## config.mk

```make
export PLATFORM = sky130hd
export DESIGN_NAME = axil_shared_master
export DESIGN_NICKNAME = d
export VERILOG_FILES = /design/src/rtl/axil_shared_pkg.sv /design/src/rtl/axil_shared_master_arb.sv /design/src/rtl/axil_shared_master.sv
export SDC_FILE = /design/constraint.sdc
export NUM_CORES = 1
export LEC_CHECK = 0
export BUFFER_PORTS_ARGS = -buffer_cell sky130_fd_sc_hd__buf_2
export CAP_MARGIN = 20
export CELL_PAD_IN_SITES_DETAIL_PLACEMENT = 0
export CELL_PAD_IN_SITES_GLOBAL_PLACEMENT = 1
export CORE_MARGIN = 1.5
export CORE_UTILIZATION = 25
export CTS_BUF_LIST = sky130_fd_sc_hd__clkbuf_4 sky130_fd_sc_hd__clkbuf_8
export CTS_CLUSTER_SIZE = 25
export DETAILED_ROUTE_END_ITERATION = 16
export GPL_TIMING_DRIVEN = 1
export PLACE_DENSITY_LB_ADDON = 0.1
export SETUP_SLACK_MARGIN = 0.5
export SLEW_MARGIN = 0
export SYNTH_ARGS = -nofsm -noshare
export SYNTH_HDL_FRONTEND = slang
export SYNTH_SLANG_ARGS = --single-unit
```

## constraint.sdc

```tcl
create_clock -name clk -period 2.4 [get_ports clk]
set_input_delay 0.12 -clock clk [delete_from_list [all_inputs] [get_ports clk]]
set_output_delay 0.12 -clock clk [all_outputs]
set_load 0.1 [all_outputs]
```

## src/rtl/axil_shared_pkg.sv

```systemverilog
// Shared types and AXI response codes for the two-requester AXI-Lite master.
package axil_shared_pkg;

   typedef enum logic [2:0] {
      ST_IDLE  = 3'd0,
      ST_WR    = 3'd1,
      ST_BWAIT = 3'd2,
      ST_RD    = 3'd3,
      ST_RWAIT = 3'd4,
      ST_RESP  = 3'd5
   } state_t;

   localparam logic [1:0] AXI_RESP_OKAY   = 2'b00;
   localparam logic [1:0] AXI_RESP_EXOKAY = 2'b01;
   localparam logic [1:0] AXI_RESP_SLVERR = 2'b10;
   localparam logic [1:0] AXI_RESP_DECERR = 2'b11;

   // SLVERR and DECERR both count as a failed access; OKAY/EXOKAY do not.
   function automatic logic resp_is_err(input logic [1:0] resp);
      return (resp == AXI_RESP_SLVERR) || (resp == AXI_RESP_DECERR);
   endfunction

endpackage

```

## src/rtl/axil_shared_master_arb.sv

```systemverilog
// Two-input round-robin arbiter: on a tie the requester not served last wins.
module rr_arbiter2 (
   input  logic       clk,
   input  logic       rst,
   input  logic [1:0] req,
   input  logic       advance,
   output logic       grant,
   output logic       grant_valid
);

   logic last_reg;

   always_comb begin
      grant_valid = |req;
      if (req == 2'b11) begin
         grant = ~last_reg;
      end else begin
         grant = req[1];
      end
   end

   // Reset to 1 so requester 0 takes the first tie.
   always_ff @(posedge clk or negedge rst) begin
      if (!rst) begin
         last_reg <= 1'b1;
      end else if (advance) begin
         last_reg <= grant;
      end
   end

endmodule

```

## src/rtl/axil_shared_master.sv

```systemverilog
// Shares one AXI-Lite slave between two valid/ready requesters, one transaction at a time,
// holding each completed response until its owner accepts it.
module axil_shared_master #(
   parameter int ADDR_WIDTH = 5,
   parameter int DATA_WIDTH = 32,
   parameter int STRB_WIDTH = DATA_WIDTH / 8
) (
   input  logic                  clk,
   input  logic                  rst,

   input  logic                  req_valid_0,
   output logic                  req_ready_0,
   input  logic                  req_write_0,
   input  logic [ADDR_WIDTH-1:0] req_addr_0,
   input  logic [DATA_WIDTH-1:0] req_wdata_0,
   input  logic [STRB_WIDTH-1:0] req_wstrb_0,
   output logic                  resp_valid_0,
   input  logic                  resp_ready_0,
   output logic [DATA_WIDTH-1:0] resp_rdata_0,
   output logic                  resp_err_0,

   input  logic                  req_valid_1,
   output logic                  req_ready_1,
   input  logic                  req_write_1,
   input  logic [ADDR_WIDTH-1:0] req_addr_1,
   input  logic [DATA_WIDTH-1:0] req_wdata_1,
   input  logic [STRB_WIDTH-1:0] req_wstrb_1,
   output logic                  resp_valid_1,
   input  logic                  resp_ready_1,
   output logic [DATA_WIDTH-1:0] resp_rdata_1,
   output logic                  resp_err_1,

   output logic [ADDR_WIDTH-1:0] m_axil_awaddr,
   output logic [2:0]            m_axil_awprot,
   output logic                  m_axil_awvalid,
   input  logic                  m_axil_awready,
   output logic [DATA_WIDTH-1:0] m_axil_wdata,
   output logic [STRB_WIDTH-1:0] m_axil_wstrb,
   output logic                  m_axil_wvalid,
   input  logic                  m_axil_wready,
   input  logic [1:0]            m_axil_bresp,
   input  logic                  m_axil_bvalid,
   output logic                  m_axil_bready,
   output logic [ADDR_WIDTH-1:0] m_axil_araddr,
   output logic [2:0]            m_axil_arprot,
   output logic                  m_axil_arvalid,
   input  logic                  m_axil_arready,
   input  logic [DATA_WIDTH-1:0] m_axil_rdata,
   input  logic [1:0]            m_axil_rresp,
   input  logic                  m_axil_rvalid,
   output logic                  m_axil_rready
);

   import axil_shared_pkg::*;

   logic [1:0]            req_valid;
   logic [1:0]            req_write;
   logic [ADDR_WIDTH-1:0] req_addr  [2];
   logic [DATA_WIDTH-1:0] req_wdata [2];
   logic [STRB_WIDTH-1:0] req_wstrb [2];
   logic [1:0]            resp_ready;
   logic [1:0]            req_ready;
   logic [1:0]            resp_valid;
   logic [1:0]            resp_err;
   logic [DATA_WIDTH-1:0] resp_rdata [2];

   assign req_valid    = {req_valid_1, req_valid_0};
   assign req_write    = {req_write_1, req_write_0};
   assign resp_ready   = {resp_ready_1, resp_ready_0};
   assign req_addr[0]  = req_addr_0;
   assign req_addr[1]  = req_addr_1;
   assign req_wdata[0] = req_wdata_0;
   assign req_wdata[1] = req_wdata_1;
   assign req_wstrb[0] = req_wstrb_0;
   assign req_wstrb[1] = req_wstrb_1;

   state_t                state_reg;
   logic                  owner_reg;
   logic [ADDR_WIDTH-1:0] addr_reg;
   logic [DATA_WIDTH-1:0] wdata_reg;
   logic [STRB_WIDTH-1:0] wstrb_reg;
   logic [DATA_WIDTH-1:0] rdata_reg;
   logic                  err_reg;
   logic                  awvalid_reg;
   logic                  wvalid_reg;
   logic                  arvalid_reg;

   logic grant;
   logic grant_valid;
   logic accept;
   logic aw_done;
   logic w_done;

   rr_arbiter2 u_arb (
      .clk         (clk),
      .rst         (rst),
      .req         (req_valid),
      .advance     (accept),
      .grant       (grant),
      .grant_valid (grant_valid)
   );

   assign accept = (state_reg == ST_IDLE) && grant_valid;

   // A channel counts as done once its valid has dropped or its handshake is happening now.
   assign aw_done = !awvalid_reg || m_axil_awready;
   assign w_done  = !wvalid_reg  || m_axil_wready;

   always_ff @(posedge clk or negedge rst) begin
      if (!rst) begin
         state_reg   <= ST_IDLE;
         owner_reg   <= 1'b0;
         addr_reg    <= '0;
         wdata_reg   <= '0;
         wstrb_reg   <= '0;
         rdata_reg   <= '0;
         err_reg     <= 1'b0;
         awvalid_reg <= 1'b0;
         wvalid_reg  <= 1'b0;
         arvalid_reg <= 1'b0;
      end else begin
         case (state_reg)
            ST_IDLE: begin
               if (accept) begin
                  owner_reg <= grant;
                  addr_reg  <= req_addr[grant];
                  if (req_write[grant]) begin
                     wdata_reg   <= req_wdata[grant];
                     wstrb_reg   <= req_wstrb[grant];
                     awvalid_reg <= 1'b1;
                     wvalid_reg  <= 1'b1;
                     state_reg   <= ST_WR;
                  end else begin
                     arvalid_reg <= 1'b1;
                     state_reg   <= ST_RD;
                  end
               end
            end
            ST_WR: begin
               if (awvalid_reg && m_axil_awready) begin
                  awvalid_reg <= 1'b0;
               end
               if (wvalid_reg && m_axil_wready) begin
                  wvalid_reg <= 1'b0;
               end
               if (aw_done && w_done) begin
                  state_reg <= ST_BWAIT;
               end
            end
            ST_BWAIT: begin
               if (m_axil_bvalid) begin
                  rdata_reg <= '0;
                  err_reg   <= resp_is_err(m_axil_bresp);
                  state_reg <= ST_RESP;
               end
            end
            ST_RD: begin
               if (m_axil_arready) begin
                  arvalid_reg <= 1'b0;
                  state_reg   <= ST_RWAIT;
               end
            end
            ST_RWAIT: begin
               if (m_axil_rvalid) begin
                  rdata_reg <= m_axil_rdata;
                  err_reg   <= resp_is_err(m_axil_rresp);
                  state_reg <= ST_RESP;
               end
            end
            ST_RESP: begin
               if (resp_ready[owner_reg]) begin
                  state_reg <= ST_IDLE;
               end
            end
            default: begin
               state_reg <= ST_IDLE;
            end
         endcase
      end
   end

   // Response data is steered to the owner only; the other requester sees zeros.
   for (genvar gi = 0; gi < 2; gi++) begin : g_req
      assign req_ready[gi]  = accept && (grant == 1'(gi));
      assign resp_valid[gi] = (state_reg == ST_RESP) && (owner_reg == 1'(gi));
      assign resp_rdata[gi] = (owner_reg == 1'(gi)) ? rdata_reg : '0;
      assign resp_err[gi]   = (owner_reg == 1'(gi)) ? err_reg : 1'b0;
   end

   assign req_ready_0  = req_ready[0];
   assign req_ready_1  = req_ready[1];
   assign resp_valid_0 = resp_valid[0];
   assign resp_valid_1 = resp_valid[1];
   assign resp_rdata_0 = resp_rdata[0];
   assign resp_rdata_1 = resp_rdata[1];
   assign resp_err_0   = resp_err[0];
   assign resp_err_1   = resp_err[1];

   assign m_axil_awaddr  = addr_reg;
   assign m_axil_awprot  = 3'b000;
   assign m_axil_awvalid = awvalid_reg;
   assign m_axil_wdata   = wdata_reg;
   assign m_axil_wstrb   = wstrb_reg;
   assign m_axil_wvalid  = wvalid_reg;
   assign m_axil_bready  = (state_reg == ST_BWAIT);
   assign m_axil_araddr  = addr_reg;
   assign m_axil_arprot  = 3'b000;
   assign m_axil_arvalid = arvalid_reg;
   assign m_axil_rready  = (state_reg == ST_RWAIT);

endmodule

```

# Word level (Yosys, flattened, before mapping)
# Cells that the tools add are included.
[op_classes]
n_addsub = 0
n_mul = 0
div_mod_pow = 0
magnitude_cmp = 3
eq_ne = 20
n_shift = 0
n_mux = 42
n_bitwise = 4
n_reduce_logical = 26
[ops]
columns = ["operator", "n"]
rows = [
  ["two-way mux 32 bit", 7],
  ["case mux 32 bit (2 select lines)", 1],
  ["two-way mux 3 bit", 6],
  ["inequality test 2 bit, second input constant", 9],
  ["case mux 3 bit (6 select lines)", 1],
  ["two-way mux 1 bit", 16],
  ["two-way mux 5 bit", 3],
  ["two-way mux 4 bit", 3],
  ["AND reduction 4 bit", 3],
  ["equality test 2 bit, second input constant", 5],
  ["logical AND 1 bit", 8],
  ["case mux 1 bit (2 select lines)", 4],
  ["equality test 3 x 2 -> 1 bit, second input constant", 2],
  ["equality test 3 bit, second input constant", 2],
  ["AND reduction 3 bit", 2],
  ["AND reduction 6 bit", 1],
  ["nonzero test 2 bit", 3],
  ["logical OR 1 bit", 4],
  ["< comparator 1 x 2 -> 1 bit, second input constant", 2],
  ["equality test 3 x 1 -> 1 bit, second input constant", 1],
  ["zero test 3 bit", 1],
  ["inverter 1 bit", 3],
  ["greater-or-equal comparator 2 bit, second input constant", 1],
  ["zero test 1 bit", 2],
  ["other kinds (5)", 5],
]
[word_totals]
regBits = 82
latch_bits = 0
ram_bits = 0
romBits = 0
input_bits = 131
out_inout_bits = 127
elab_cells = 106
mem_count = 0

# Logic depth before layout (Yosys ltp)
[logic_depth]
ltp_word = 7
depth_mapped = 8
mapped_depth_nobuf = 5

# Cells and area by module
# Synthesis repeated with hierarchy kept, for this count alone.
[hier_totals]
cells_unflattened = 395
hier_area_um2 = 4202.8
[by_module_without_submodules]
columns = ["mod", "n_inst", "cells_each", "area_each_um2", "seq_area_each_um2"]
rows = [
  ["axil_shared_master", 1, 391, 4144.0, 2026.9],
  ["rr_arbiter2", 1, 4, 58.8, 26.3],
]

# Worst setup path after synthesis
# OpenSTA, ideal clock, no wires.
[synth_path]
path_kind = "flip-flop to flip-flop"
startpoint = "register state_reg[2]"
endpoint = "register rdata_reg[10]"
setup_time_ps = 121
arrival_ps = 2767
required_ps = 2279
setup_slack_ps = -488
stages_incl_launch_ff = 7
path_buffers = 2
synth_period_minus_slack_ps = 2888
path_cell_list = "dfrtp_1 > buf_2 > nand2b_1 > nor2_1 > o21ai_2 > buf_2 > a22o_1"
[synth_between]
elab_chain_cells = 3
elab_cells_between_ends = 7
cone_classes = "4 x eq/ne; 1 x mux; 2 x reduce/logical"
[synth_rtl]
columns = ["element", "line", "text"]
rows = [
  ["start: declaration", "axil_shared_master.sv:77", "state_t state_reg;"],
  ["start signal: assignment", "axil_shared_master.sv:111", "state_reg <= ST_IDLE;"],
  ["start signal: assignment", "axil_shared_master.sv:132", "state_reg <= ST_WR;"],
  ["start signal: assignment", "axil_shared_master.sv:135", "state_reg <= ST_RD;"],
  ["equality test 3 x 2 -> 1 bit *", "n/a", ""],
  ["via m_axil_bready", "axil_shared_master.sv:43", "output logic m_axil_bready,"],
  ["inequality test 2 bit (no line) / nonzero test 2 bit (equally long branches)", "n/a", ""],
  ["AND reduction 3 bit (no line)", "n/a", ""],
  ["end signal: assignment", "axil_shared_master.sv:165", "rdata_reg <= m_axil_rdata;"],
  ["end: declaration", "axil_shared_master.sv:82", "logic [DATA_WIDTH-1:0] rdata_reg;"],
]
# Mark *: on every way through the listed nets, which the timed path passes. The rest lies on a longest branch.
# A chain may end at the register's enable or synchronous reset.

# Worst setup path after layout
[layout_path]
startpoint = "register state_reg[0]"
endpoint = "output port req_ready_0"
[layout_between]
elab_chain_cells = 3
[layout_rtl]
columns = ["element", "line", "text"]
rows = [
  ["zero test 3 bit", "axil_shared_master.sv:103", "assign accept = (state_reg == ST_IDLE) && grant_valid;"],
  ["logical AND 1 bit", "axil_shared_master.sv:103", ""],
  ["logical AND 1 bit", "axil_shared_master.sv:184", "assign req_ready[gi] = accept && (grant == 1'(gi));"],
  ["end: declaration", "axil_shared_master.sv:12", "output logic req_ready_0,"],
]
# Every way passes these cells.

==> metrics <==
first-pass GRT wire length=19.60 mm; Layout Utilization=39.39%; grt met3 use=between 2 and 2.5%; Via density=~4.3; Initial DRC Count=108; Die Footprint=17,550 um2; synthesized area=4192 um2; layout cells sized above 1=~47%; NumNets Final=808; Yosys cell types=32; drt pass-1 iters=4; met2 Use GR=24.00%; vias=3,848; starting density of the core=25.46%; crit end category=output port; synth top area cells=dfrtp_1 (48%), mux2i_1 (10%), a22o_1 (6.7%); # fillers=about 1,700; register area share after synthesis=48.99%; Crit Path Max Fanout=4; busiest layer in global routing=met2; area of the multi-input gates=1967 um2; CTS max path bufs=2; Slew Viols, Final=0; Final period util=77.83%; diode count=0; DIE HEIGHT=132.5 um; Rows=47; detailed placement HPWL=around 9 mm; clk_lat worst skew=350 ps; Placer Congestion=between 0.7 and 0.8; DRC errors left=0; RSZ-0062 raised after global routing=yes; CP endpoint=req_ready_0; GR Util met1=16.84%; Total Routing Usage GR=roughly 14%; Final Skew=6.858 ps; Congestion Overflow GR=0; Slew @ Worst Pin=512.1 ps; Setup-failing EPs final=0; Max Fclk=about 0.54 GHz; post-synthesis register bit count=82; worst r2r dst=m_axil_awvalid$_DFFE_PN0P_; CTS root buf=clkbuf_8; Reg clk slew, reported paths=~80 ps; Hold Fails Final Rpt=0; Critical R2R Launch=u_arb.last_reg$_DFFE_PN1P_; vias in the first global route=3,812; core area=16,470 um2; min Tclk post-route=1868 ps; area leader, netlist=dfrtp_1; Critical Setup Path Class=flip-flop to output port; Clock Sinks=82; I/O pins=258; Mapped Cells=403; warnings from Yosys=0; WP data required=roughly 2300 ps; Storage cell area=~2000 um2; total detailed-routing wirelength=12.10 mm; Worst setup SP type=flip-flop; Max-cap violations=0; crit path from=state_reg[0]$_DFFE_PN0P_; crit path DAT=1750 ps; outcome=finished, final reports clean; H-tree depth=3; die width=roughly 130 um; Setup TNS=0 ps; worst reg2reg setup slack=640 ps; area share of the largest cell type after synthesis=48.36%; Routed Antenna Nets=0; initial antenna violation count=0; syn_area_per_cell=10.40 um2; CTS Buf Count=9; worst min path class=input pin to flip-flop; area grow syn2layout=54.75%; largest net degree at the start of global routing=70; CTS tree=yes; Port Buffers=249; Register-to-Register Path Depth=5; wire length per cell=13.43 um; max_slew headroom=64.88%
layout by cell type (no fill, tap or decap), drive strengths merged, types with 4 or more instances in the layout:
cell type      n
o21ai         10
buf          234
nor2b         36
a21oi         41
mux2i         43
dlygate4sd3   34
dfrtp         81
clkbuf        46
conb           6
nand2         14
nor2          45
a22o          32
and2          35
inv            4
metrics by stage:
step                      setup slack (ps)  hold WS, ps  instance area, um2  std cells
after floorplan                      310.1       -175.6                4258        408
after CTS                            482.1        22.00                6349        898
after detailed placement             485.9        157.0                5714        847
after global placement               523.6        145.8                5714        847
final                                532.0        48.62                6486        901
after global routing                 462.7        56.20                6486        901
worst max-delay path, cell delays in order, from the launching register on:
cell and delay (ps):
dfrtp_2 440, or4_4 530, buf_12 150, nor2_4 90
buf_12 180
worst min path at each step:
stage / startpoint / endpoint / slack (ps) / cells after the start
after floorplan: rst / err_reg$_DFFE_PN0P_ / -180 / 0
after global placement: rst / rdata_reg[19]$_DFFE_PN0P_ / 150 / 1
after detailed placement: rst / rdata_reg[19]$_DFFE_PN0P_ / 160 / 1
after CTS: req_addr_0[2] / m_axil_araddr[2]$_DFFE_PN0P_ / 20 / 3
after global routing: req_wdata_0[13] / m_axil_wdata[13]$_DFFE_PN0P_ / 60 / 3
final: req_addr_0[2] / m_axil_araddr[2]$_DFFE_PN0P_ / 50 / 3
final cells by class:
cell class	instances	share of cell area [%]
multi-input combinational	279	30.32
clock inverter	2	0.9259
inverter	4	0.2315
tap	220	4.244
sequential	82	31.69
clock buffer	13	2.566
timing repair buffer	301	30.02
timing repair:
| item | CTS | global route |
|---|---|---|
| pin swaps | 1 | 2 |
| resized for setup | 16 | 39 |
| setup buffers | 2 | 3 |
| hold buffers | 34 | 0 |
| endpoints found under the setup margin | 62 | 82 |
| hold endpoints to repair | 69 | 0 |
layer usage:
metal	part of all wire, %	up-vias	wire (um)
met5	0	-	0
met4	2.8	0	338
met3	4.3	20	525
met2	51	120	6158
met1	42	1802	5080
li1	-	1906	-
synthesized netlist by cell type:
library cell	n
buf_2	14
a21oi_2	22
nor2_1	44
dfrtp_1	81
and2_1	35
nand2_1	14
or4_4	1
a22o_1	32
a211o_1	2
nor2_2	1
mux2_2	1
nand2b_1	2
buf_6	4
a21boi_1	1
o22a_1	1
nor4b_1	1
nor2b_1	36
clkbuf_1	10
o21ai_0	9
mux2i_1	43
dfstp_2	1
conb_1	1
and3_1	1
o21ai_2	1
a21oi_1	19
o2111ai_1	1
a31oi_1	2
buf_4	15
o41ai_1	1
nor4_1	2
o21a_1	1
inv_1	4
cell families (layout without fill, tap and decap cells):
family | after synthesis | after routing | synth area share [%]
AO/OA/AOI/OAI | 92 | 92 | 16.54
AND/OR/NAND/NOR | 137 | 137 | 17.16
other | 1 | 6 | 0.08947
multiplexers | 44 | 44 | 10.54
buffers and inverters | 47 | 320 | 6.687
flip-flops | 82 | 82 | 48.99
Power is left out: the tool's default activity adds up to more than one toggle a clock period on the data nets, which glitch-free logic cannot reach.
